**src/rtl/fetch_pkg.sv**
```systemverilog
// Shared types and helpers for the instruction fetch sequencer.
//   fetch_state_e : fetch sequencer states (FETCH, HALT)
//   PC_STEP       : byte increment between sequential instruction words
//   fetch_entry_t : prefetch buffer entry {pc, instr}
//   pc_is_legal   : word-aligned and inside the instruction memory
package fetch_pkg;

  typedef enum logic {
    FETCH = 1'b0,
    HALT  = 1'b1
  } fetch_state_e;

  localparam logic [31:0] PC_STEP = 32'd4;

  typedef struct packed {
    logic [31:0] pc;
    logic [31:0] instr;
  } fetch_entry_t;

  // The limit is built 34 bits wide so MEM_WORDS*4 cannot overflow.
  function automatic logic pc_is_legal(input logic [31:0] pc,
                                       input int unsigned mem_words);
    logic [33:0] limit;
    limit = 34'(mem_words) << 2;
    return (pc[1:0] == 2'b00) && ({2'b00, pc} < limit);
  endfunction

endpackage

```
**src/rtl/fetch_fifo.sv**
```systemverilog
// Prefetch buffer: synchronous FIFO of {pc, instr} entries.
//   clk_i, rst_i : clock, asynchronous active-low reset (control only)
//   push, wdata  : write an entry (ignored while flushing)
//   pop          : advance the head (ignored when empty)
//   flush        : drop every entry; wins over push and pop
//   full, empty  : occupancy flags
//   head         : entry at the head (undefined when empty)
module fetch_fifo
  import fetch_pkg::*;
#(
  parameter int DEPTH = 2
) (
  input  logic         clk_i,
  input  logic         rst_i,
  input  logic         push,
  input  fetch_entry_t wdata,
  input  logic         pop,
  input  logic         flush,
  output logic         full,
  output logic         empty,
  output fetch_entry_t head
);

  localparam int PTR_W = (DEPTH > 1) ? $clog2(DEPTH) : 1;
  localparam int CNT_W = $clog2(DEPTH) + 1;

  fetch_entry_t     mem [DEPTH];
  logic [PTR_W-1:0] wr_ptr;
  logic [PTR_W-1:0] rd_ptr;
  logic [CNT_W-1:0] count;
  logic             do_push;
  logic             do_pop;

  assign full  = (count == CNT_W'(DEPTH));
  assign empty = (count == '0);
  assign head  = mem[rd_ptr];

  assign do_pop  = pop && !empty && !flush;
  // A pop in the same cycle frees the slot a full buffer needs.
  assign do_push = push && !flush && (!full || do_pop);

  // Pointers wrap naturally because DEPTH is a power of two.
  always_ff @(posedge clk_i or negedge rst_i) begin
    if (!rst_i) begin
      wr_ptr <= '0;
      rd_ptr <= '0;
      count  <= '0;
    end else if (flush) begin
      wr_ptr <= '0;
      rd_ptr <= '0;
      count  <= '0;
    end else begin
      if (do_push) wr_ptr <= wr_ptr + PTR_W'(1);
      if (do_pop)  rd_ptr <= rd_ptr + PTR_W'(1);
      case ({do_push, do_pop})
        2'b10:   count <= count + CNT_W'(1);
        2'b01:   count <= count - CNT_W'(1);
        default: count <= count;
      endcase
    end
  end

  // Storage carries no reset; readers qualify it with empty.
  always_ff @(posedge clk_i) begin
    if (do_push) mem[wr_ptr] <= wdata;
  end

endmodule

```
**src/rtl/instr_fetch_ctrl.sv**
```systemverilog
// Fetch sequencer for a word-addressed, combinational-read instruction memory.
//   clk_i, rst_i           : clock, asynchronous active-low reset
//   imem_addr_o            : byte address to memory (the fetch PC)
//   imem_instr_i           : word returned for imem_addr_o in the same cycle
//   redirect_i/_pc_i       : flush the prefetch buffer and restart at a new PC
//   instr_o/instr_pc_o     : head instruction and its PC (0 when empty)
//   instr_valid_o/ready_i  : decode handshake
//   fetch_fault_o          : high while halted on an illegal fetch PC
module instr_fetch_ctrl
  import fetch_pkg::*;
#(
  parameter int          MEM_WORDS  = 32,
  parameter int          FIFO_DEPTH = 2,
  parameter logic [31:0] RESET_PC   = 32'h0000_0000
) (
  input  logic        clk_i,
  input  logic        rst_i,
  output logic [31:0] imem_addr_o,
  input  logic [31:0] imem_instr_i,
  input  logic        redirect_i,
  input  logic [31:0] redirect_pc_i,
  output logic [31:0] instr_o,
  output logic [31:0] instr_pc_o,
  output logic        instr_valid_o,
  input  logic        instr_ready_i,
  output logic        fetch_fault_o
);

  fetch_state_e state_q, state_d;
  logic [31:0]  pc_q, pc_d;

  logic         pc_legal;
  logic         push;
  logic         pop;
  logic         fifo_full;
  logic         fifo_empty;
  fetch_entry_t wr_entry;
  fetch_entry_t head;

  assign pc_legal = pc_is_legal(pc_q, MEM_WORDS);
  assign pop      = !fifo_empty && instr_ready_i;
  assign wr_entry = '{pc: pc_q, instr: imem_instr_i};

  // Redirect outranks everything; a HALT state never fetches.
  assign push = (state_q == FETCH) && pc_legal && !redirect_i
                && (!fifo_full || pop);

  always_ff @(posedge clk_i or negedge rst_i) begin
    if (!rst_i) begin
      state_q <= FETCH;
      pc_q    <= RESET_PC;
    end else begin
      state_q <= state_d;
      pc_q    <= pc_d;
    end
  end

  always_comb begin
    state_d = state_q;
    pc_d    = pc_q;
    if (redirect_i) begin
      // An illegal target is caught one edge later by the FETCH check.
      state_d = FETCH;
      pc_d    = redirect_pc_i;
    end else begin
      case (state_q)
        FETCH: begin
          if (!pc_legal) begin
            state_d = HALT;
          end else if (push) begin
            pc_d = pc_q + PC_STEP;
          end
        end
        HALT: begin
          state_d = HALT;
        end
        default: begin
          state_d = FETCH;
        end
      endcase
    end
  end

  fetch_fifo #(
    .DEPTH (FIFO_DEPTH)
  ) u_fifo (
    .clk_i (clk_i),
    .rst_i (rst_i),
    .push  (push),
    .wdata (wr_entry),
    .pop   (pop),
    .flush (redirect_i),
    .full  (fifo_full),
    .empty (fifo_empty),
    .head  (head)
  );

  // Buffer storage is not reset, so the outputs are forced to 0 when empty.
  assign imem_addr_o   = pc_q;
  assign instr_valid_o = !fifo_empty;
  assign instr_o       = fifo_empty ? 32'd0 : head.instr;
  assign instr_pc_o    = fifo_empty ? 32'd0 : head.pc;
  assign fetch_fault_o = (state_q == HALT);

endmodule

```
**config.mk**
```make
export PLATFORM = sky130hd
export DESIGN_NAME = instr_fetch_ctrl
export DESIGN_NICKNAME = d
export VERILOG_FILES = /design/src/rtl/fetch_pkg.sv /design/src/rtl/fetch_fifo.sv /design/src/rtl/instr_fetch_ctrl.sv
export SDC_FILE = /design/constraint.sdc
export NUM_CORES = 1
export LEC_CHECK = 0
export BUFFER_PORTS_ARGS = -buffer_cell sky130_fd_sc_hd__buf_2
export CORE_UTILIZATION = 50
export CTS_CLUSTER_DIAMETER = 120
export DETAILED_ROUTE_END_ITERATION = 7
export PLACE_DENSITY = 0.73
export SKIP_CTS_REPAIR_TIMING = 1
export SYNTH_ARGS = -nofsm -noshare
export SYNTH_HDL_FRONTEND = slang
export SYNTH_SLANG_ARGS = --single-unit
export TNS_END_PERCENT = 30
```
**constraint.sdc**
```tcl
create_clock -name clk_i -period 19.11 [get_ports clk_i]
set_input_delay 1.911 -clock clk_i [delete_from_list [all_inputs] [get_ports clk_i]]
set_output_delay 1.911 -clock clk_i [all_outputs]
set_load 0.02 [all_outputs]
```
==> flow_summary_export.csv <==
group,metric,value,unit
outcome,status,"finished clean",
run,drv_cap,0,
sta,final.setup_skew,0.0118,ns
clock_network,clk_path_buf_depth,2,
clock_network,clockRootBuffer,"clkbuf_16",
layout,fill_cells,929,
detailed_routing,wl_per_cell,17.1,µm
yosys,synth_fp_nets,470,
yosys,synth-edff-count,128,
yosys,ys_ff_latch,165,
sta,fin_crit_sh,21.7,%
clock_network,clkLatencyLatePin,0.42,ns
placement,gp_congestion,0.750,
die,coreArea,12700,µm²
yosys,synth.area.top_cells,"edfxtp_1, dfrtp_1, mux2i_1",
global_routing,overflow,0,
layout,nets,640,
worst_setup_path,critPathKind,"register to output pin",
yosys,synthTopCellsByCount,"edfxtp_1, nor2_1, mux2i_1, dfrtp_1, mux2_2",
sta,worstMarginPinSlew,1.14,ns
yosys,async_flop_share,22.4,%
worst_setup_path,critPathBufInv,2,
worst_setup_path,start_kind,"register",
detailed_routing,drc,0,
power_and_ir_drop,p_leak,3.11,nW
clock_network,cts_tree,"yes",
placement,numPlacedInstances,724,
sta,clock.fmax,241,MHz
worst_setup_path,cp_slowest_cell,"nor2_4",
yosys,syn_area,6550,µm²
hold_path,hp-class,"register to register",
detailed_routing,vias,3942,
power_and_ir_drop,power_density,95.9,nW/µm²
die,die_x,116,µm
layout,area_delta_synth_final,24.6,%
clock_network,cts.clk_slew.worst_paths,0.06,ns
placement,place_ws,15.36,ns
yosys,yosysTopAreaCellShare,58.7,%
global_routing,track_usage,19.9,%
layout,drive_above_1_share,41.3,%
worst_setup_path,end_kind,"output pin",
sta,tns,0,ns
worst_setup_path,crit_chain,"nor2_4, buf_4, nor2_1, buf_2",
global_routing,grt_pass1_wl,19.5,mm
die,rows,41,
layout,postLayoutCoreUtil,64.4,%
placement,dp_hpwl,8.41,mm
yosys,yosys.area.top_type,"edfxtp_1",
global_routing,grt_pass1_vias,3823,
global_routing,grt_max_degree,66,
die,die_y,116,µm
worst_setup_path,worst-endpoint-arrival,2.24,ns
clock_network,cts_max_level,4,
sta,slew_viol_final,0,
yosys,yosysMostFrequentCell,"edfxtp_1",
yosys,avgSynthCellArea,16.3,µm²
worst_setup_path,crit_fanout,37,
sta,final_hold_viol_count,0,
clock_network,cts_buffers,17,
detailed_routing,viasPerCell,5.21,
power_and_ir_drop,design_power_total,783,µW
global_routing,antenna_found_initial,0,
yosys,synth_cells,401,
worst_setup_path,critPathMaxStageDelay,0.60,ns
worst_setup_path,critPathRequiredTime,17.20,ns
layout,instances_no_fill,756,
placement,portBuffers,165,
yosys,synth.distinct_cells,37,
detailed_routing,ant_nets,0,
detailed_routing,drt-total-wl,12.9,mm
die,start_util,51.7,%
worst_setup_path,crit_family,"simple AND/OR/NAND/NOR gates",
yosys,synthFlopType,"edfxtp_1",
die,dieArea,13600,µm²
sta,setup-violations-final,0,
sta,min_period,4.16,ns
layout,insertedDiodeCount,0,
detailed_routing,firstDrtPassIters,4,
sta,max_slew_margin,24.0,%
yosys,synth-warning-count,0,
clock_network,clock_sinks,165,
detailed_routing,drt_iter0_markers,278,
sta,rsz0062_at_grt,"false",
sta,setup_slack,14.95,ns
power_and_ir_drop,ir_drop,0.0894,mV
die,ioPinCount,166,
yosys,ys_seq_area_share,72.8,%
## cell type report
type / count / area (µm²) / area share, %
Tap cell: 172 / 215 / 2.64
Timing Repair Buffer: 170 / 863 / 10.6
Clock inverter: 9 / 101 / 1.24
Sequential cell: 165 / 4770 / 58.5
Clock buffer: 23 / 489 / 5.99
Inverter: 3 / 11.3 / 0.138
Multi-Input combinational cell: 214 / 1710 / 20.9
## layout by cell type (no fill, tap or decap), types with 2 or more instances in the layout
cell,synthesis,routed
a21oi_1,3,3
a31oi_1,3,3
buf_2,6,165
buf_4,0,5
bufinv_16,0,2
clkbuf_1,7,3
clkbuf_16,0,18
clkbuf_8,0,2
clkinv_2,0,5
dfrtp_1,37,36
edfxtp_1,128,128
inv_1,3,3
mux2_2,26,26
mux2i_1,65,65
nand2_1,4,4
nand3_1,3,3
nand4_4,2,2
nor2_1,70,69
nor2b_1,4,4
nor4_4,7,7
o21ai_0,3,3
o31ai_1,3,3
or4_1,2,2
## per-layer routing
| metal | share of wire (%) | global-route usage, % |
|---|---|---|
| met1 | 43 | 25.0 |
| met2 | 49 | 32.2 |
| met3 | 6.3 | 6.28 |
| met4 | 1.7 | 8.21 |
| met5 | 0 | 0 |
## state kept, by name, indices dropped and copies added (netlist names)
signal         flops
u_fifo.rd_ptr      1
u_fifo.wr_ptr      1
u_fifo.mem       128
fetch_fault_o      1
u_fifo.count       2
imem_addr_o       32
## power by group
group	switching, mW	total (mW)	internal [mW]	leakage [nW]
Clock	0.129	0.335	0.206	0.292
Combinational	0.0213	0.0382	0.0169	1.23
Sequential	0.0134	0.409	0.396	1.59
Total	0.164	0.783	0.619	3.11
## logic make-up after synthesis
kind of cell,count (synthesis),synth area share [%]
compound gates,18,1.89
xor+xnor,1,0.134
fa+ha+maj,1,0.191
buf+inv,22,1.38
flops,165,72.8
mux,91,14.4
simple gates,103,9.19
## stage by stage
stage | hold WS [ns] | area [µm²]
after floorplan | 0.504 | 6550
after detailed placement | 0.557 | 7570
after CTS | 0.571 | 8160
final | 0.577 | 8160
after global placement | 0.532 | 7570
after global routing | 0.593 | 8160
## path summary, 6_finish.rpt
path	startpoint	to	slack (ns)	cells after the start
max in group asynchronous	rst_i	u_fifo.rd_ptr	16.89	1
min reg2reg	imem_addr_o[6]	u_fifo.mem[0][38]	0.58	0
min	imem_addr_o[6]	u_fifo.mem[0][38]	0.58	0
min in group asynchronous	rst_i	imem_addr_o[11]	1.60	1
max reg2reg	imem_addr_o[18]	u_fifo.mem[0][47]	16.64	5
max	u_fifo.count[1]	instr_pc_o[0]	14.95	4
(Power assumes the default switching activity.)
